File: src/rtl/seg_display_ctrl_if.sv
// Bus bundle between the debug/peek data source and seg_display_ctrl.
// master drives load/data/control, slave (the controller) drives the display pins.
interface seg_display_ctrl_if #(
   parameter int DIGITS = 6
);
   logic                  load_i;
   logic [4*DIGITS-1:0]   data_i;
   logic                  freeze_i;
   logic                  blank_lz_i;
   logic [DIGITS-1:0]     blink_mask_i;
   logic [7*DIGITS-1:0]   seg_o;
   logic [6:0]            scan_seg_o;
   logic [DIGITS-1:0]     scan_en_o;
   logic                  updated_o;

   modport master (
      output load_i, data_i, freeze_i, blank_lz_i, blink_mask_i,
      input  seg_o, scan_seg_o, scan_en_o, updated_o
   );

   modport slave (
      input  load_i, data_i, freeze_i, blank_lz_i, blink_mask_i,
      output seg_o, scan_seg_o, scan_en_o, updated_o
   );
endinterface

File: src/rtl/seg_display_ctrl.sv
// Hex 7-segment display controller: load/freeze capture, leading-zero blanking,
// per-digit blink and optional time-multiplexed scan output.
module seg_display_ctrl #(
   parameter int DIGITS     = 6,
   parameter int ACTIVE_LOW = 1,
   parameter int SCAN       = 0,
   parameter int SCAN_DIV   = 50000,
   parameter int BLINK_DIV  = 25000000
) (
   input  logic              clk,
   input  logic              rst_n,
   seg_display_ctrl_if.slave bus
);
   localparam int         BW      = $clog2(BLINK_DIV);
   localparam logic [6:0] SEG_OFF = (ACTIVE_LOW != 0) ? 7'h7F : 7'h00;
   localparam logic       EN_OFF  = (ACTIVE_LOW != 0);

   typedef enum logic {PH_VISIBLE, PH_HIDDEN} phase_t;

   logic [4*DIGITS-1:0] r_disp;
   logic                r_updated;
   logic [BW-1:0]       r_blink_cnt;
   phase_t              r_phase;
   logic [7*DIGITS-1:0] r_seg;
   logic                w_load;
   logic                w_lead;
   logic [DIGITS-1:0]   w_off;
   logic [7*DIGITS-1:0] w_seg_ah;
   logic [7*DIGITS-1:0] w_seg;

   function automatic logic [6:0] f_dec(input logic [3:0] d);
      case (d)
         4'h0: f_dec = 7'h3F;  4'h1: f_dec = 7'h06;
         4'h2: f_dec = 7'h5B;  4'h3: f_dec = 7'h4F;
         4'h4: f_dec = 7'h66;  4'h5: f_dec = 7'h6D;
         4'h6: f_dec = 7'h7D;  4'h7: f_dec = 7'h07;
         4'h8: f_dec = 7'h7F;  4'h9: f_dec = 7'h6F;
         4'hA: f_dec = 7'h77;  4'hB: f_dec = 7'h7C;
         4'hC: f_dec = 7'h39;  4'hD: f_dec = 7'h5E;
         4'hE: f_dec = 7'h79;  default: f_dec = 7'h71;
      endcase
   endfunction

   assign w_load = bus.load_i & ~bus.freeze_i;

   always_ff @(posedge clk or negedge rst_n) begin
      if (!rst_n) begin
         r_disp    <= '0;
         r_updated <= 1'b0;
      end else begin
         r_updated <= w_load;
         if (w_load)
            r_disp <= bus.data_i;
      end
   end

   always_ff @(posedge clk or negedge rst_n) begin
      if (!rst_n) begin
         r_blink_cnt <= '0;
         r_phase     <= PH_VISIBLE;
      end else if (r_blink_cnt == BW'(BLINK_DIV - 1)) begin
         r_blink_cnt <= '0;
         r_phase     <= (r_phase == PH_VISIBLE) ? PH_HIDDEN : PH_VISIBLE;
      end else begin
         r_blink_cnt <= r_blink_cnt + 1'b1;
      end
   end

   // Walk from the top digit down; w_lead stays set while every digit so far is zero.
   always_comb begin
      w_lead   = 1'b1;
      w_off    = '0;
      w_seg_ah = '0;
      for (int unsigned i = 0; i < DIGITS; i++) begin
         int unsigned k;
         k        = DIGITS - 1 - i;
         w_lead   = w_lead & (r_disp[4*k +: 4] == 4'h0);
         w_off[k] = (bus.blank_lz_i & w_lead & (k != 0))
                  | ((r_phase == PH_HIDDEN) & bus.blink_mask_i[k]);
         w_seg_ah[7*k +: 7] = w_off[k] ? 7'h00 : f_dec(r_disp[4*k +: 4]);
      end
   end

   assign w_seg = (ACTIVE_LOW != 0) ? ~w_seg_ah : w_seg_ah;

   always_ff @(posedge clk or negedge rst_n) begin
      if (!rst_n)
         r_seg <= {DIGITS{SEG_OFF}};
      else
         r_seg <= w_seg;
   end

   assign bus.seg_o     = r_seg;
   assign bus.updated_o = r_updated;

   if (SCAN != 0) begin : g_scan
      localparam int SW = (SCAN_DIV > 1) ? $clog2(SCAN_DIV) : 1;
      localparam int IW = (DIGITS > 1) ? $clog2(DIGITS) : 1;

      logic [SW-1:0]     r_scan_cnt;
      logic [IW-1:0]     r_idx;
      logic [6:0]        r_scan_seg;
      logic [DIGITS-1:0] r_scan_en;
      logic [DIGITS-1:0] w_onehot;

      assign w_onehot = DIGITS'(1) << r_idx;

      // Enable and segments are both captured from the same index, keeping them aligned.
      always_ff @(posedge clk or negedge rst_n) begin
         if (!rst_n) begin
            r_scan_cnt <= '0;
            r_idx      <= '0;
            r_scan_seg <= SEG_OFF;
            r_scan_en  <= {DIGITS{EN_OFF}};
         end else begin
            r_scan_seg <= w_seg[7*r_idx +: 7];
            r_scan_en  <= (ACTIVE_LOW != 0) ? ~w_onehot : w_onehot;
            if (r_scan_cnt == SW'(SCAN_DIV - 1)) begin
               r_scan_cnt <= '0;
               r_idx      <= (r_idx == IW'(DIGITS - 1)) ? '0 : r_idx + 1'b1;
            end else begin
               r_scan_cnt <= r_scan_cnt + 1'b1;
            end
         end
      end

      assign bus.scan_seg_o = r_scan_seg;
      assign bus.scan_en_o  = r_scan_en;
   end else begin : g_static
      assign bus.scan_seg_o = SEG_OFF;
      assign bus.scan_en_o  = {DIGITS{EN_OFF}};
   end
endmodule

File: src/flat_wrapper.sv
// flat-port wrapper written by rule: the top's interface ports become plain ports
module seg_display_ctrl_flat 
#(
   parameter int DIGITS     = 6,
   parameter int ACTIVE_LOW = 1,
   parameter int SCAN       = 0,
   parameter int SCAN_DIV   = 50000,
   parameter int BLINK_DIV  = 25000000
)
  (clk, rst_n, bus_load_i, bus_data_i, bus_freeze_i, bus_blank_lz_i, bus_blink_mask_i, bus_seg_o, bus_scan_seg_o, bus_scan_en_o, bus_updated_o);
  seg_display_ctrl_if #(.DIGITS(DIGITS)) bus_i ();
  input  logic clk;
  input  logic rst_n;
  input wire logic [$bits(bus_i.load_i)-1:0] bus_load_i;
  input wire logic [$bits(bus_i.data_i)-1:0] bus_data_i;
  input wire logic [$bits(bus_i.freeze_i)-1:0] bus_freeze_i;
  input wire logic [$bits(bus_i.blank_lz_i)-1:0] bus_blank_lz_i;
  input wire logic [$bits(bus_i.blink_mask_i)-1:0] bus_blink_mask_i;
  output wire logic [$bits(bus_i.seg_o)-1:0] bus_seg_o;
  output wire logic [$bits(bus_i.scan_seg_o)-1:0] bus_scan_seg_o;
  output wire logic [$bits(bus_i.scan_en_o)-1:0] bus_scan_en_o;
  output wire logic [$bits(bus_i.updated_o)-1:0] bus_updated_o;
  assign bus_i.load_i = bus_load_i;
  assign bus_i.data_i = bus_data_i;
  assign bus_i.freeze_i = bus_freeze_i;
  assign bus_i.blank_lz_i = bus_blank_lz_i;
  assign bus_i.blink_mask_i = bus_blink_mask_i;
  assign bus_seg_o = bus_i.seg_o;
  assign bus_scan_seg_o = bus_i.scan_seg_o;
  assign bus_scan_en_o = bus_i.scan_en_o;
  assign bus_updated_o = bus_i.updated_o;
  seg_display_ctrl #(.DIGITS(DIGITS), .ACTIVE_LOW(ACTIVE_LOW), .SCAN(SCAN), .SCAN_DIV(SCAN_DIV), .BLINK_DIV(BLINK_DIV)) u_core (.clk(clk), .rst_n(rst_n), .bus(bus_i));
endmodule
File: config.mk
export PLATFORM = sky130hd
export DESIGN_NAME = seg_display_ctrl_flat
export DESIGN_NICKNAME = d
export VERILOG_FILES = /design/src/rtl/seg_display_ctrl_if.sv /design/src/rtl/seg_display_ctrl.sv /design/src/flat_wrapper.sv
export SDC_FILE = /design/constraint.sdc
export NUM_CORES = 1
export LEC_CHECK = 0
export ABC_AREA = 1
export BUFFER_PORTS_ARGS = -buffer_cell sky130_fd_sc_hd__buf_4
export CAP_MARGIN = 20
export CORE_MARGIN = 1
export CORE_UTILIZATION = 50
export DETAILED_ROUTE_END_ITERATION = 16
export GPL_ROUTABILITY_DRIVEN = 0
export HOLD_SLACK_MARGIN = 0.03
export PLACE_DENSITY = 0.72
export SYNTH_ARGS = -nofsm -noshare
export SYNTH_HDL_FRONTEND = slang
export SYNTH_SLANG_ARGS = --single-unit
File: constraint.sdc
create_clock -name clk -period 2.4 [get_ports clk]
set_input_delay 0.48 -clock clk [delete_from_list [all_inputs] [get_ports clk]]
set_output_delay 0.48 -clock clk [all_outputs]
set_load 0.02 [all_outputs]
* After elaboration in Yosys (flattened, before gate mapping)
Memory sizes are Yosys's and may differ from the RTL's.
Cells that the tools add are included.
** Storage, ports and cells
- Memory bits (read-only) :: 672
- Word-level logic and storage cells :: 49
- Register bits after elaboration :: 93
- Bits of input ports :: 35
- Output and inout bits :: 56
- Memories :: 6
** Memory list
- (no name shown) :: words 16, width 7, read ports 1, clocked after memory_dff 0, wr ports 0, line seg_display_ctrl.sv:32 : case (d)
- (no name shown) :: words 16, width 7, read ports 1, clocked after memory_dff 0, wr ports 0, line seg_display_ctrl.sv:32
- (no name shown) :: words 16, width 7, read ports 1, clocked after memory_dff 0, wr ports 0, line seg_display_ctrl.sv:32
- (no name shown) :: words 16, width 7, read ports 1, clocked after memory_dff 0, wr ports 0, line seg_display_ctrl.sv:32
- (no name shown) :: words 16, width 7, read ports 1, clocked after memory_dff 0, wr ports 0, line seg_display_ctrl.sv:32
- (no name shown) :: words 16, width 7, read ports 1, clocked after memory_dff 0, wr ports 0, line seg_display_ctrl.sv:32
** Operators by class
- Bitwise logic cells :: 23
- Equal/unequal tests :: 1
- Add/sub/neg operators :: 1
- Reductions and logical operators :: 5
- Multiplexer cells :: 8
** Operators by type and width (number)
- 7-bit two-way mux :: 6
- 42-bit inverter :: 1
- 25-bit by 1-bit adder with 25-bit output (second input constant) :: 1
- 25-bit equality test (second input constant) :: 1
- 25-bit two-way mux :: 1
- 4-bit zero test :: 5
- 1-bit AND :: 16
- 1-bit bitwise OR :: 5
- 1-bit two-way mux :: 1
- 1-bit inverter :: 1

* Logic depth before layout (Yosys ltp)
- Word-level depth :: 9
- Mapped depth :: 9
- Depth with buffers taken out :: 9

* Least setup slack after synthesis
OpenSTA, ideal clock, no wires.
- Path type :: register -> register
- Start :: register u_core.r_blink_cnt[0]
- End :: register u_core.r_blink_cnt[16]
- Arrival time :: 1.359 ns
- Data required time :: 2.281 ns
- Setup slack :: 0.923 ns
- Buffers on the path :: 1
- Cell stages (with the launch flop) :: 10
- Path through :: dfrtp_1 -> ha_1 -> nand2_2 -> nor2_4 -> nand3b_2 -> nor2_2 -> nand2_2 -> clkinv_4 -> buf_12 -> nor2_2
** On the way
- Word-level cells in the longest chain between the ends :: 2
- Elaborated cells between the ends (all ways) :: 3
- Classes of those cells :: 1 x add/sub; 1 x eq/ne; 1 x mux
** Ends and longest elaborated chain
- start: declaration :: line seg_display_ctrl.sv:22 : logic [BW-1:0] r_blink_cnt;
- start signal: assignment :: line seg_display_ctrl.sv:65 : r_blink_cnt <= r_blink_cnt + 1'b1;
- 25-bit by 1-bit adder with 25-bit output / 25-bit equality test (equally long branches) :: line seg_display_ctrl.sv:65, seg_display_ctrl.sv:61
- 25-bit two-way mux * :: line seg_display_ctrl.sv:61 : end else if (r_blink_cnt == BW'(BLINK_DIV - 1)) begin
Every way passes the cells marked *; elsewhere a longest branch is shown, timed or not.
A chain may end at the register's enable or synchronous reset.

* Worst setup path after layout
- Start :: register u_core.r_disp[20]
- End :: register u_core.r_seg[23] (netlist: u_core.bus.seg_o[23])
** On the way
- Word-level cells in the longest chain between the ends :: 7
** Ends and longest elaborated chain
- start: declaration :: line seg_display_ctrl.sv:20 : logic [4*DIGITS-1:0] r_disp;
- start signal: assignment :: line seg_display_ctrl.sv:53 : r_disp <= bus.data_i;
- 4-bit zero test :: line seg_display_ctrl.sv:77 : w_lead = w_lead & (r_disp[4*k +: 4] == 4'h0);
- 1-bit AND (2 in series) :: line seg_display_ctrl.sv:77
- 1-bit AND :: line seg_display_ctrl.sv:78 : w_off[k] = (bus.blank_lz_i & w_lead & (k != 0))
- 1-bit bitwise OR :: line seg_display_ctrl.sv:79 : | ((r_phase == PH_HIDDEN) & bus.blink_mask_i[k]);
- 7-bit two-way mux :: line seg_display_ctrl.sv:80 : w_seg_ah[7*k +: 7] = w_off[k] ? 7'h00 : f_dec(r_disp[4*k +: 4]);
- 42-bit inverter :: line seg_display_ctrl.sv:84 : assign w_seg = (ACTIVE_LOW != 0) ? ~w_seg_ah : w_seg_ah;
- net u_core.w_seg[23] :: line seg_display_ctrl.sv:29 : logic [7*DIGITS-1:0] w_seg;
- end signal: assignment :: line seg_display_ctrl.sv:88 : r_seg <= {DIGITS{SEG_OFF}};
- end signal: assignment :: line seg_display_ctrl.sv:90 : r_seg <= w_seg;
- end: declaration :: line seg_display_ctrl.sv:24 : logic [7*DIGITS-1:0] r_seg;
The timed path passes the listed nets, and every way through them passes these cells.

==> results.py <==
metrics = {
    "clock_tree": {
        "cts_buffers": 9,
        "clockRootBuffer": "clkbuf_8",
        "cts.sinks": 93,
        "cts_tree": "yes",
        "clkTransAtPathRegs_ps": 80,
        "clock_path_buffers": 2,
        "clk_latency_ps": 360,
        "htree_levels": 3,
    },
    "setup_path": {
        "crit_chain": "inv_1 > ha_1 > nand2_2 > nor2_2 > nand2_1 > nor2_2 > nand2_1 > o211ai_1",
        "rr_startpoint": "u_core.r_disp[20]$_DFFE_PN0P_",
        "r2r_setup_slack_ps": 680,
        "startpoint_type": "flop",
        "crit_family": "simple AND/OR/NAND/NOR gates",
        "crit_fanout": 7,
        "cp.depth": 8,
        "cp-startpoint": "u_core.r_disp[20]$_DFFE_PN0P_",
        "critPathCaptureType": "flop",
        "crit_end": "u_core.bus.seg_o[23]$_DFF_PN1_",
        "regToRegEndpoint": "u_core.bus.seg_o[23]$_DFF_PN1_",
        "reg2reg_depth": 8,
        "crit_arrival_ps": 1990,
        "cpPeakStageDelay_ps": 420,
        "cp_slowest_cell": "dfrtp_1",
        "path_buf_inv": 1,
        "required_ps": 2670,
        "crit_type": "flop to flop",
    },
    "floorplan": {
        "rows": 36,
        "fp.dieH_um": 104,
        "initial_core_util_pct": 52.6,
        "core_area_mm2": 0.00995,
        "die_w_um": 104,
        "die-area_mm2": 0.0109,
        "pin_count": 91,
    },
    "sta": {
        "slew_viol_final": 0,
        "setup-tns-final_ps": 0,
        "worst_pin_slew_ps": 526,
        "fin_skew_ps": 7.22,
        "setup_viol": 0,
        "rsz0062_at_grt": "false",
        "hold_viol_final": 0,
        "max_freq_ghz": 0.583,
        "maxSlewHeadroom_pct": 64.9,
        "post-route-period-util_pct": 71.5,
        "period_needed_ps": 1720,
        "hold_ws_ps": 329,
    },
    "global_routing": {
        "grt_overflow": 0,
        "first_global_vias": 4149,
        "grt_pass1_wl_um": 19200,
        "gr-usage-met3_pct": 3.51,
        "grt_start_max_net_pins": 46,
        "antenna_found_initial": 0,
        "gr-usage-met1_pct": 28.6,
        "grt_usage_pct": 22.0,
        "grtUsageMet2_pct": 36.4,
        "gr-max-usage-layer": "met2",
    },
    "cells_and_area": {
        "final_area_mm2": 0.00608,
        "final_util_pct": 61.1,
        "drive_above_1_share_pct": 23.6,
        "diodes": 0,
        "syn2layout_area_growth_pct": 16.3,
        "nFillCells": 907,
        "nets": 778,
    },
    "synth": {
        "synth_ff_type": "dfrtp_1",
        "ys_warn_count": 0,
        "syn-instance-count": 633,
        "synth-async-reset-ratio_pct": 100,
        "avgSynthCellArea_um2": 8.26,
        "yosys.cell_types.count": 40,
        "ys_seq_area_share_pct": 45.5,
        "synth_edf_count": 0,
        "synth-seq-cells": 93,
        "synth_area_mm2": 0.00523,
    },
    "route": {
        "wl_um": 11100,
        "vias_per_cell": 5.12,
        "wl_per_cell_um": 13.2,
        "dr.first_iter.drc_count": 288,
        "ant_nets": 0,
        "drc": 0,
        "firstDrtPassIters": 5,
        "via_count": 4335,
    },
    "power": {
        "power_density_mw_per_mm2": 685,
        "ir_worst_vdd_v": 0.000373,
        "p_total_uw": 4170,
        "p_leak_uw": 0.00292,
    },
    "place": {
        "hpwl_um": 8430,
        "io_buffers": 77,
        "place_area_mm2": 0.00588,
    },
    "run_status": {
        "status": "finished, final reports clean",
    },
    "run": {
        "maxCapViolCount": 0,
    },
    "min_path": {
        "hp-start": "bus_data_i[17]",
        "hp-class": "input port to flop",
    },
}
power by group:
part	total (uW)	internal [uW]	switching (uW)
registers	2030	1890	141
clock network	1010	487	519
logic	1130	455	674
total	4170	2830	1330
cell families after synthesis:
group,Yosys count,share of synthesized area [%]
other cells,1,0.0717
xor+xnor,14,2.34
flops,93,45.5
compound gates,92,10.0
fa+ha+maj,35,8.37
buf+inv,94,8.20
simple gates,304,25.5
Yosys cell counts, drive strengths merged, types with 13 or more instances:
cell type | number | area (um^2)
nor2 | 83 | 354
nand3 | 42 | 215
ha | 35 | 438
a21oi | 13 | 68.8
dfstp | 42 | 1100
nand4 | 14 | 93.8
o21ai | 58 | 290
buf | 19 | 143
dfrtp | 51 | 1280
inv | 63 | 236
nand2 | 150 | 571
registers in the layout, summed over array words and instances (netlist names):
| register | flops |
|---|---|
| u_core.bus.seg_o | 42 |
| u_core.r_blink_cnt | 25 |
| u_core.r_disp | 24 |
| u_core.bus.updated_o | 1 |
| u_core.r_phase | 1 |
per-stage QoR:
step / instances / worst slack, ps
floorplan: 645 / 923
global placement: 829 / 738
detailed placement: 829 / 690
CTS: 846 / 723
global route: 846 / 553
finish: 846 / 684
per-layer routing:
| layer | vias to the layer above | part of all wire, % | wire, um |
|---|---|---|---|
| met5 | - | 0 | 0 |
| met4 | 0 | 2.4 | 265 |
| met3 | 19 | 3.6 | 397 |
| met2 | 102 | 49 | 5490 |
| met1 | 2046 | 45 | 4970 |
| li1 | 2168 | - | - |
worst min path at each step:
stage / to / slack [ps] / depth (start not counted)
after floorplan: u_core.bus.updated_o$_DFF_PN0_ / 180 / 0
after global placement: u_core.r_blink_cnt[16]$_DFF_PN0_ / 370 / 1
after detailed placement: u_core.r_blink_cnt[14]$_DFF_PN0_ / 370 / 1
after CTS: u_core.r_disp[4]$_DFFE_PN0P_ / 310 / 3
after global routing: u_core.r_disp[16]$_DFFE_PN0P_ / 320 / 3
final: u_core.r_disp[17]$_DFFE_PN0P_ / 330 / 3
cell usage in the layout (no fill, tap or decap), types with 2 or more instances in the layout:
cell / synthesis / final
o21ai_0: 58 / 58
ha_1: 35 / 35
dfrtp_1: 51 / 51
nand4_1: 13 / 13
a21oi_1: 12 / 12
clkinv_2: 0 / 2
nor3_1: 7 / 7
nor2_1: 68 / 67
inv_2: 2 / 2
clkbuf_8: 0 / 13
xnor2_1: 3 / 3
nand3b_1: 5 / 5
nor2_2: 14 / 15
buf_4: 13 / 79
nand2_1: 147 / 147
nand2_2: 3 / 3
o311ai_0: 2 / 2
xor2_1: 11 / 11
o211ai_1: 11 / 11
o31ai_1: 2 / 2
nand3_1: 41 / 41
conb_1: 1 / 13
inv_1: 61 / 61
dfstp_2: 42 / 42
worst reg2reg max path, cell delays in order (launching register included):
cell      delay [ps]
dfrtp_1          420
inv_1            160
ha_1             190
nand2_2           80
nor2_2           180
nand2_1          120
nor2_2           160
nand2_1          190
o211ai_1         150
area by class of cell:
cell class,instances,area [um^2],area share [%]
clock buffers,13,179,2.94
clock inverters,3,17.5,0.288
multi-input cells,458,2470,40.6
repair buffers,81,623,10.2
flip-flops and latches,93,2380,39.1
inverters,65,249,4.09
well taps,133,166,2.73
repair_timing:
item | CTS | global route
endpoints found under the hold margin | 11 | 0
buffers inserted | 0 | 0
resized for setup | 0 | 0
hold buffers | 1 | 0
Note: power is estimated with default switching activity, not from simulation.
